File: src/rtl/pkg_gen_if.sv
// Packet stream bundle (valid/ready/last/keep) between pkg_gen and its sink.
interface pkg_gen_if #(
  parameter int DATA_W = 512,
  parameter int KEEP_W = 64
) ();
  logic              valid;
  logic              ready;
  logic [DATA_W-1:0] bits_data;
  logic [KEEP_W-1:0] bits_keep;
  logic              bits_last;

  modport master (output valid, output bits_data, output bits_keep, output bits_last, input ready);
  modport slave  (input valid, input bits_data, input bits_keep, input bits_last, output ready);
endinterface

File: src/rtl/pkg_gen.sv
// Packet stream generator: sends pkt_num packets of pkt_beats beats with a programmable idle gap.
// Optional macro PKG_GEN_TIMESTAMP_EN adds a first-beat cycle timestamp in data[95:64].
module pkg_gen #(
  parameter int DATA_W = 512,
  parameter int KEEP_W = 64,
  parameter int LEN_W  = 16,
  parameter int CNT_W  = 32
) (
  input  logic              clock,
  input  logic              reset_n,
  input  logic              io_start,
  input  logic [CNT_W-1:0]  io_pkt_num,
  input  logic [LEN_W-1:0]  io_pkt_beats,
  input  logic [KEEP_W-1:0] io_last_keep,
  input  logic [CNT_W-1:0]  io_gap_cycle,
  output logic              io_busy,
  output logic              io_done,
  output logic [CNT_W-1:0]  io_sent_pkts,
  pkg_gen_if.master         io_data_out
);

  typedef enum logic [1:0] {
    ST_IDLE = 2'd0,
    ST_SEND = 2'd1,
    ST_GAP  = 2'd2,
    ST_FIN  = 2'd3
  } state_e;

  localparam logic [LEN_W-1:0]  LEN_ZERO  = {LEN_W{1'b0}};
  localparam logic [LEN_W-1:0]  LEN_ONE   = {{(LEN_W-1){1'b0}}, 1'b1};
  localparam logic [CNT_W-1:0]  CNT_ZERO  = {CNT_W{1'b0}};
  localparam logic [CNT_W-1:0]  CNT_ONE   = {{(CNT_W-1){1'b0}}, 1'b1};
  localparam logic [KEEP_W-1:0] KEEP_ALL  = {KEEP_W{1'b1}};
  localparam logic [KEEP_W-1:0] KEEP_NONE = {KEEP_W{1'b0}};
  localparam logic [DATA_W-1:0] DATA_ZERO = {DATA_W{1'b0}};

  state_e            state_q, state_d;
  logic [CNT_W-1:0]  pkt_num_q, pkt_num_d;
  logic [LEN_W-1:0]  beats_q, beats_d;
  logic [KEEP_W-1:0] last_keep_q, last_keep_d;
  logic [CNT_W-1:0]  gap_q, gap_d;
  logic [CNT_W-1:0]  sent_q, sent_d;
  logic [LEN_W-1:0]  beat_idx_q, beat_idx_d;
  logic [CNT_W-1:0]  seq_q, seq_d;
  logic [CNT_W-1:0]  gap_cnt_q, gap_cnt_d;
  logic              valid_q, valid_d;
  logic [DATA_W-1:0] data_q, data_d;
  logic [KEEP_W-1:0] keep_q, keep_d;
  logic              last_q, last_d;
  logic              busy_q, busy_d;
  logic              done_q, done_d;

  logic [LEN_W-1:0]  beats_in_s;
  logic              fire_s;
  logic [CNT_W-1:0]  seq_inc_s;
  logic [CNT_W-1:0]  sent_inc_s;
  logic [LEN_W-1:0]  beat_inc_s;
  logic [CNT_W-1:0]  ts_now_s;

  function automatic logic [DATA_W-1:0] make_data(input logic [CNT_W-1:0] seq,
                                                  input logic [CNT_W-1:0] pkt,
                                                  input logic [CNT_W-1:0] ts);
    logic [DATA_W-1:0] d;
    d = DATA_ZERO;
    d[0 +: CNT_W]       = seq;
    d[CNT_W +: CNT_W]   = pkt;
    d[2*CNT_W +: CNT_W] = ts;
    return d;
  endfunction

  function automatic logic [KEEP_W-1:0] sel_keep(input logic is_last, input logic [KEEP_W-1:0] lk);
    return is_last ? lk : KEEP_ALL;
  endfunction

`ifdef PKG_GEN_TIMESTAMP_EN
  logic [CNT_W-1:0] ts_q;

  // Free-running cycle counter; +1 gives its value in the cycle the loaded beat is presented.
  always_ff @(posedge clock or negedge reset_n) begin
    if (!reset_n) begin
      ts_q <= CNT_ZERO;
    end else begin
      ts_q <= ts_q + CNT_ONE;
    end
  end

  assign ts_now_s = ts_q + CNT_ONE;
`else
  assign ts_now_s = CNT_ZERO;
`endif

  assign beats_in_s = (io_pkt_beats == LEN_ZERO) ? LEN_ONE : io_pkt_beats;
  assign fire_s     = valid_q & io_data_out.ready;
  assign seq_inc_s  = seq_q + CNT_ONE;
  assign sent_inc_s = sent_q + CNT_ONE;
  assign beat_inc_s = beat_idx_q + LEN_ONE;

  // Next-state and next-beat computation; output beats are staged one cycle ahead.
  always_comb begin
    state_d     = state_q;
    pkt_num_d   = pkt_num_q;
    beats_d     = beats_q;
    last_keep_d = last_keep_q;
    gap_d       = gap_q;
    sent_d      = sent_q;
    beat_idx_d  = beat_idx_q;
    seq_d       = seq_q;
    gap_cnt_d   = gap_cnt_q;
    valid_d     = valid_q;
    data_d      = data_q;
    keep_d      = keep_q;
    last_d      = last_q;
    busy_d      = busy_q;
    done_d      = 1'b0;

    case (state_q)
      ST_IDLE: begin
        if (io_start) begin
          pkt_num_d   = io_pkt_num;
          beats_d     = beats_in_s;
          last_keep_d = io_last_keep;
          gap_d       = io_gap_cycle;
          sent_d      = CNT_ZERO;
          beat_idx_d  = LEN_ZERO;
          seq_d       = CNT_ZERO;
          busy_d      = 1'b1;
          if (io_pkt_num == CNT_ZERO) begin
            state_d = ST_FIN;
            done_d  = 1'b1;
          end else begin
            state_d = ST_SEND;
            valid_d = 1'b1;
            data_d  = make_data(CNT_ZERO, CNT_ZERO, ts_now_s);
            last_d  = (beats_in_s == LEN_ONE);
            keep_d  = sel_keep(beats_in_s == LEN_ONE, io_last_keep);
          end
        end else begin
          busy_d = 1'b0;
        end
      end
      ST_SEND: begin
        if (fire_s) begin
          seq_d = seq_inc_s;
          if (last_q) begin
            sent_d     = sent_inc_s;
            beat_idx_d = LEN_ZERO;
            if (sent_inc_s == pkt_num_q) begin
              state_d = ST_FIN;
              done_d  = 1'b1;
              valid_d = 1'b0;
              data_d  = DATA_ZERO;
              keep_d  = KEEP_NONE;
              last_d  = 1'b0;
            end else if (gap_q == CNT_ZERO) begin
              data_d = make_data(seq_inc_s, sent_inc_s, ts_now_s);
              last_d = (beats_q == LEN_ONE);
              keep_d = sel_keep(beats_q == LEN_ONE, last_keep_q);
            end else begin
              state_d   = ST_GAP;
              gap_cnt_d = gap_q;
              valid_d   = 1'b0;
              data_d    = DATA_ZERO;
              keep_d    = KEEP_NONE;
              last_d    = 1'b0;
            end
          end else begin
            beat_idx_d = beat_inc_s;
            data_d     = make_data(seq_inc_s, sent_q, CNT_ZERO);
            last_d     = (beat_inc_s == beats_q - LEN_ONE);
            keep_d     = sel_keep(beat_inc_s == beats_q - LEN_ONE, last_keep_q);
          end
        end else begin
          state_d = ST_SEND;
        end
      end
      ST_GAP: begin
        // Counting down to 1 makes the valid-low stretch exactly gap_cycle cycles.
        if (gap_cnt_q <= CNT_ONE) begin
          state_d = ST_SEND;
          valid_d = 1'b1;
          data_d  = make_data(seq_q, sent_q, ts_now_s);
          last_d  = (beats_q == LEN_ONE);
          keep_d  = sel_keep(beats_q == LEN_ONE, last_keep_q);
        end else begin
          gap_cnt_d = gap_cnt_q - CNT_ONE;
        end
      end
      ST_FIN: begin
        state_d = ST_IDLE;
        busy_d  = 1'b0;
      end
      default: begin
        state_d = ST_IDLE;
        valid_d = 1'b0;
        busy_d  = 1'b0;
      end
    endcase
  end

  // State, counters and registered stream outputs.
  always_ff @(posedge clock or negedge reset_n) begin
    if (!reset_n) begin
      state_q     <= ST_IDLE;
      pkt_num_q   <= CNT_ZERO;
      beats_q     <= LEN_ONE;
      last_keep_q <= KEEP_NONE;
      gap_q       <= CNT_ZERO;
      sent_q      <= CNT_ZERO;
      beat_idx_q  <= LEN_ZERO;
      seq_q       <= CNT_ZERO;
      gap_cnt_q   <= CNT_ZERO;
      valid_q     <= 1'b0;
      data_q      <= DATA_ZERO;
      keep_q      <= KEEP_NONE;
      last_q      <= 1'b0;
      busy_q      <= 1'b0;
      done_q      <= 1'b0;
    end else begin
      state_q     <= state_d;
      pkt_num_q   <= pkt_num_d;
      beats_q     <= beats_d;
      last_keep_q <= last_keep_d;
      gap_q       <= gap_d;
      sent_q      <= sent_d;
      beat_idx_q  <= beat_idx_d;
      seq_q       <= seq_d;
      gap_cnt_q   <= gap_cnt_d;
      valid_q     <= valid_d;
      data_q      <= data_d;
      keep_q      <= keep_d;
      last_q      <= last_d;
      busy_q      <= busy_d;
      done_q      <= done_d;
    end
  end

  assign io_busy               = busy_q;
  assign io_done               = done_q;
  assign io_sent_pkts          = sent_q;
  assign io_data_out.valid     = valid_q;
  assign io_data_out.bits_data = data_q;
  assign io_data_out.bits_keep = keep_q;
  assign io_data_out.bits_last = last_q;

endmodule

File: src/flat_wrapper.sv
// flat-port wrapper written by rule: the top's interface ports become plain ports
module pkg_gen_flat 
#(
  parameter int DATA_W = 512,
  parameter int KEEP_W = 64,
  parameter int LEN_W  = 16,
  parameter int CNT_W  = 32
)
  (clock, reset_n, io_start, io_pkt_num, io_pkt_beats, io_last_keep, io_gap_cycle, io_busy, io_done, io_sent_pkts, io_data_out_valid, io_data_out_bits_data, io_data_out_bits_keep, io_data_out_bits_last, io_data_out_ready);
  pkg_gen_if #(.DATA_W(DATA_W), .KEEP_W(KEEP_W)) io_data_out_i ();
  input  logic clock;
  input  logic reset_n;
  input  logic io_start;
  input  logic [CNT_W-1:0] io_pkt_num;
  input  logic [LEN_W-1:0] io_pkt_beats;
  input  logic [KEEP_W-1:0] io_last_keep;
  input  logic [CNT_W-1:0] io_gap_cycle;
  output logic io_busy;
  output logic io_done;
  output logic [CNT_W-1:0] io_sent_pkts;
  output wire logic [$bits(io_data_out_i.valid)-1:0] io_data_out_valid;
  output wire logic [$bits(io_data_out_i.bits_data)-1:0] io_data_out_bits_data;
  output wire logic [$bits(io_data_out_i.bits_keep)-1:0] io_data_out_bits_keep;
  output wire logic [$bits(io_data_out_i.bits_last)-1:0] io_data_out_bits_last;
  input wire logic [$bits(io_data_out_i.ready)-1:0] io_data_out_ready;
  assign io_data_out_valid = io_data_out_i.valid;
  assign io_data_out_bits_data = io_data_out_i.bits_data;
  assign io_data_out_bits_keep = io_data_out_i.bits_keep;
  assign io_data_out_bits_last = io_data_out_i.bits_last;
  assign io_data_out_i.ready = io_data_out_ready;
  pkg_gen #(.DATA_W(DATA_W), .KEEP_W(KEEP_W), .LEN_W(LEN_W), .CNT_W(CNT_W)) u_core (.clock(clock), .reset_n(reset_n), .io_start(io_start), .io_pkt_num(io_pkt_num), .io_pkt_beats(io_pkt_beats), .io_last_keep(io_last_keep), .io_gap_cycle(io_gap_cycle), .io_busy(io_busy), .io_done(io_done), .io_sent_pkts(io_sent_pkts), .io_data_out(io_data_out_i));
endmodule
File: config.mk
export PLATFORM = sky130hd
export DESIGN_NAME = pkg_gen_flat
export DESIGN_NICKNAME = d
export VERILOG_FILES = /design/src/rtl/pkg_gen_if.sv /design/src/rtl/pkg_gen.sv /design/src/flat_wrapper.sv
export SDC_FILE = /design/constraint.sdc
export NUM_CORES = 1
export LEC_CHECK = 0
export ABC_AREA = 1
export BUFFER_PORTS_ARGS = -buffer_cell sky130_fd_sc_hd__buf_2
export CORE_AREA = 2 2 296 298
export CTS_CLUSTER_DIAMETER = 80
export DETAILED_ROUTE_END_ITERATION = 16
export DIE_AREA = 0 0 298 300
export HOLD_SLACK_MARGIN = 0.05
export PLACE_DENSITY_LB_ADDON = 0.3
export SKIP_LAST_GASP = 1
export SYNTH_ARGS = -nofsm -noshare
export SYNTH_HDL_FRONTEND = slang
export SYNTH_SLANG_ARGS = --single-unit
export TNS_END_PERCENT = 10
File: constraint.sdc
create_clock -name clock -period 3.46 [get_ports clock]
set_input_delay 0.865 -clock clock [delete_from_list [all_inputs] [get_ports clock]]
set_output_delay 0.865 -clock clock [all_outputs]
set_load 0.01 [all_outputs]
==> flow_summary.toml <==
[flow_run]
drv_cap = 0

[place]
gp_congestion = 0.9021
hpwl_mm = 60.81
placed_area_um2 = 27760
dpl.cell_count = 5171
portBuffers = 311
dp_slack_ns = 0.02019

[floorplan]
initial_core_util = 0.3040
core_um2 = 86210
io_pins = 760
die_area_um2 = 89400
die_w_um = 298
die_h_um = 300
rows = 108

[pwr]
ir_worst_vdd_uv = 514.7
finalPower_w = 0.02376
p_leak_nw = 14.95
powerDensity_nw_per_um2 = 803.3

[sta]
fin_worst_skew_ns = 0.02128
rsz0062_at_grt = "true"
fin_crit_sh = 0.9364
slew_headroom = 0.3694
finalCriticalPeriod_ns = 3.240
hold_viol_final = 0
fin_ws_ns = 0.2200
worst_pin_slew_ns = 0.9448
fmaxAchievable_ghz = 0.3086
hold_ws_ns = 0.1671
setup_viol = 0
slew_violations = 0

[detailed_routing]
vias = 23850
drt-total-wl_mm = 86.48
firstDrtPassIters = 5
first_iter_violations = 1411
post_drt_wl_per_cell_um = 16.41
drc = 0
viasPerCell = 4.526
drtAntennaViolNets = 0

[global_route]
antenna_found_initial = 13
grt_pass1_wl_mm = 131.1
grt_use_total = 0.1846
grt_max_degree = 86
grt_pass1_vias = 22360
overflow = 0

[min_path]
hp-class = "input port to async pin"

[worst_setup_path]
worstSetupPathType = "flop to flop"
arrival_ns = 3.70
crit_top_cell = "nand2_1"
end_kind = "flop"
start_kind = "flop"
crit_chain = "ha_2 -> nand2_2 -> nor2_4 -> buf_4 -> nand3_2 -> nor2_4 -> nand2_1 -> nand2_1 -> nand2_1 -> nand2_1 -> nand2_1 -> nor2_1 -> nand2_1 -> nor2_2 -> nand2_4 -> nand2_1 -> nand2_2 -> buf_4 -> nand2_1 -> nand2_1 -> nand2_1 -> nand2_1"
crit_required_ns = 3.92
cp_slowest_stage_delay_ns = 0.42
cp_max_fo = 16
slowest_stage = "dfrtp_2"

[logic_synthesis]
synth_area_um2 = 26210
synth_ff_type = "dfrtp_1"
synth_edf_count = 0
ys_seq_elements = 390
synth_seq_area_share = 0.3724
synth_warnings = 0
netlist_instances = 3804
async_reset_ff_frac = 1.000
synth.distinct_cells = 49
syn_avg_cell_area_um2 = 6.890

[finish]
fin_area_um2 = 29570
area_growth_syn_to_layout_pct = 12.82
drive_above_1_share = 0.1277
instances_no_fill = 5270
layout.nets = 4231

[clock_tree]
root_buffer = "clkbuf_16"
cts_sinks = 390
insertion_delay_ns = 0.60
cts_tree = "built"
cts_buffers = 51
clock_path_buffers = 3
cts.clk_slew.worst_paths_ns = 0.06
cts_htree_levels = 2

[outcome]
outcome = "completed"
[Yosys cell counts (37+ instances only)]
cell / n / area, um2
nand2_1: 1240 / 4654
buf_4: 448 / 3363
dfrtp_1: 389 / 9734
nor2_1: 345 / 1295
o21ai_0: 278 / 1391
inv_1: 275 / 1032
nand3_1: 199 / 996.0
clkbuf_1: 143 / 536.8
a21oi_1: 139 / 695.7
xor2_1: 58 / 508.0
o22ai_1: 37 / 231.5
[final timing paths]
path	start	end	slack [ns]	cells past startpoint
min	reset_n	u_core.io_data_out.bits_data[52]	0.17	1
min reg2reg	u_core.io_data_out.bits_keep[47]	u_core.io_data_out.bits_keep[47]	0.47	2
min in group clock	u_core.io_data_out.bits_keep[47]	u_core.io_data_out.bits_keep[47]	0.47	2
max	u_core.io_sent_pkts[1]	u_core.io_data_out.bits_data[31]	0.22	22
max reg2reg	u_core.io_sent_pkts[1]	u_core.io_data_out.bits_data[31]	0.22	22
max in group asynchronous	reset_n	u_core.gap_q[8]	2.43	3
[through the flow]
| stage | TNS (ns) | utilization |
|---|---|---|
| finish | 0 | 0.3430 |
| global route | -0.02571 | 0.3430 |
| CTS | 0 | 0.3423 |
| detailed placement | 0 | 0.3220 |
| global placement | 0 | 0.3220 |
| floorplan | 0 | - |
[cell type report]
| cell class | instances | area [um2] |
|---|---|---|
| Fill cell | 9443 | 56640 |
| Multi-Input combinational cell | 2960 | 13120 |
| Sequential cell | 390 | 9762 |
| Timing Repair Buffer | 385 | 2426 |
| Clock buffer | 78 | 1589 |
| Tap cell | 1155 | 1445 |
| Inverter | 284 | 1076 |
| Clock inverter | 14 | 146.4 |
| Antenna cell | 4 | 10.01 |
[report_power, final]
part | switching, W | leakage [nW] | total (W) | internal (W)
clock | 0.00219 | 0.853 | 0.00549 | 0.00330
sequential | 0.00103 | 5.01 | 0.00712 | 0.00609
combinational | 0.00753 | 9.09 | 0.0111 | 0.00362
[placed cells by master, fill, tap and decap left out, types with 4 or more instances in the layout]
master     instances
nand2_1         1237
conb_1           448
dfrtp_1          388
nor2_1           342
buf_2            310
o21ai_0          278
inv_1            272
nand3_1          198
a21oi_1          137
xor2_1            58
clkbuf_16         53
buf_4             50
o22ai_1           37
o21ai_1           26
nor4_1            26
nor3_1            25
a22oi_1           25
nand4_1           24
buf_12            21
clkbuf_8          19
nand3b_1          12
nand2_2           10
nor2_4             9
inv_2              9
xnor2_1            9
ha_1               9
clkbuf_1           7
clkinv_2           6
nor2_2             5
or2_2              5
diode_2            4
[sequential cells by signal, indices dropped and copies added, names as in the netlist]
signal and count:
u_core.beat_idx_q 16, u_core.beats_q 16, u_core.gap_cnt_q 32, u_core.gap_q 32, u_core.io_busy 1, u_core.io_data_out.bits_data 64, u_core.io_data_out.bits_keep 64, u_core.io_data_out.bits_last 1
u_core.io_data_out.valid 1, u_core.io_done 1, u_core.io_sent_pkts 32, u_core.last_keep_q 64, u_core.pkt_num_q 32, u_core.seq_q 32, u_core.state_q 2
[critical path, delay by kind of cell (launching register included)]
kind          cells  cell delay, ns
fa+ha+maj         1            0.22
buf+inv           2            0.37
simple gates     19            2.09
flops             1            0.42
[per-layer routing]
metal / vias up / part of all wire / track usage
met5: - / 0.0013 / 0
met3: 116 / 0.057 / 0.03143
met1: 11260 / 0.45 / 0.2507
li1: 11710 / - / -
met4: 18 / 0.019 / 0.04068
met2: 753 / 0.47 / 0.3075
[what timing repair did]
| action | in CTS | in global routing |
|---|---|---|
| hold buffers | 0 | 0 |
| pin swaps | 1 | 1 |
| setup buffers | 2 | 0 |
| resized for setup | 0 | 7 |
| setup endpoints to repair | 2 | 130 |
| cloned | 0 | 1 |
[cells by family after synthesis]
| group | after synthesis | share of synthesized area |
|---|---|---|
| fa+ha+maj | 11 | 0.005251 |
| compound gates | 521 | 0.1054 |
| other cells | 1 | 0.0001431 |
| flops | 390 | 0.3724 |
| buf+inv | 901 | 0.1948 |
| mux | 1 | 0.0003819 |
| xor+xnor | 70 | 0.02497 |
| simple gates | 1909 | 0.2966 |
Power figures use the tool's default switching activity.
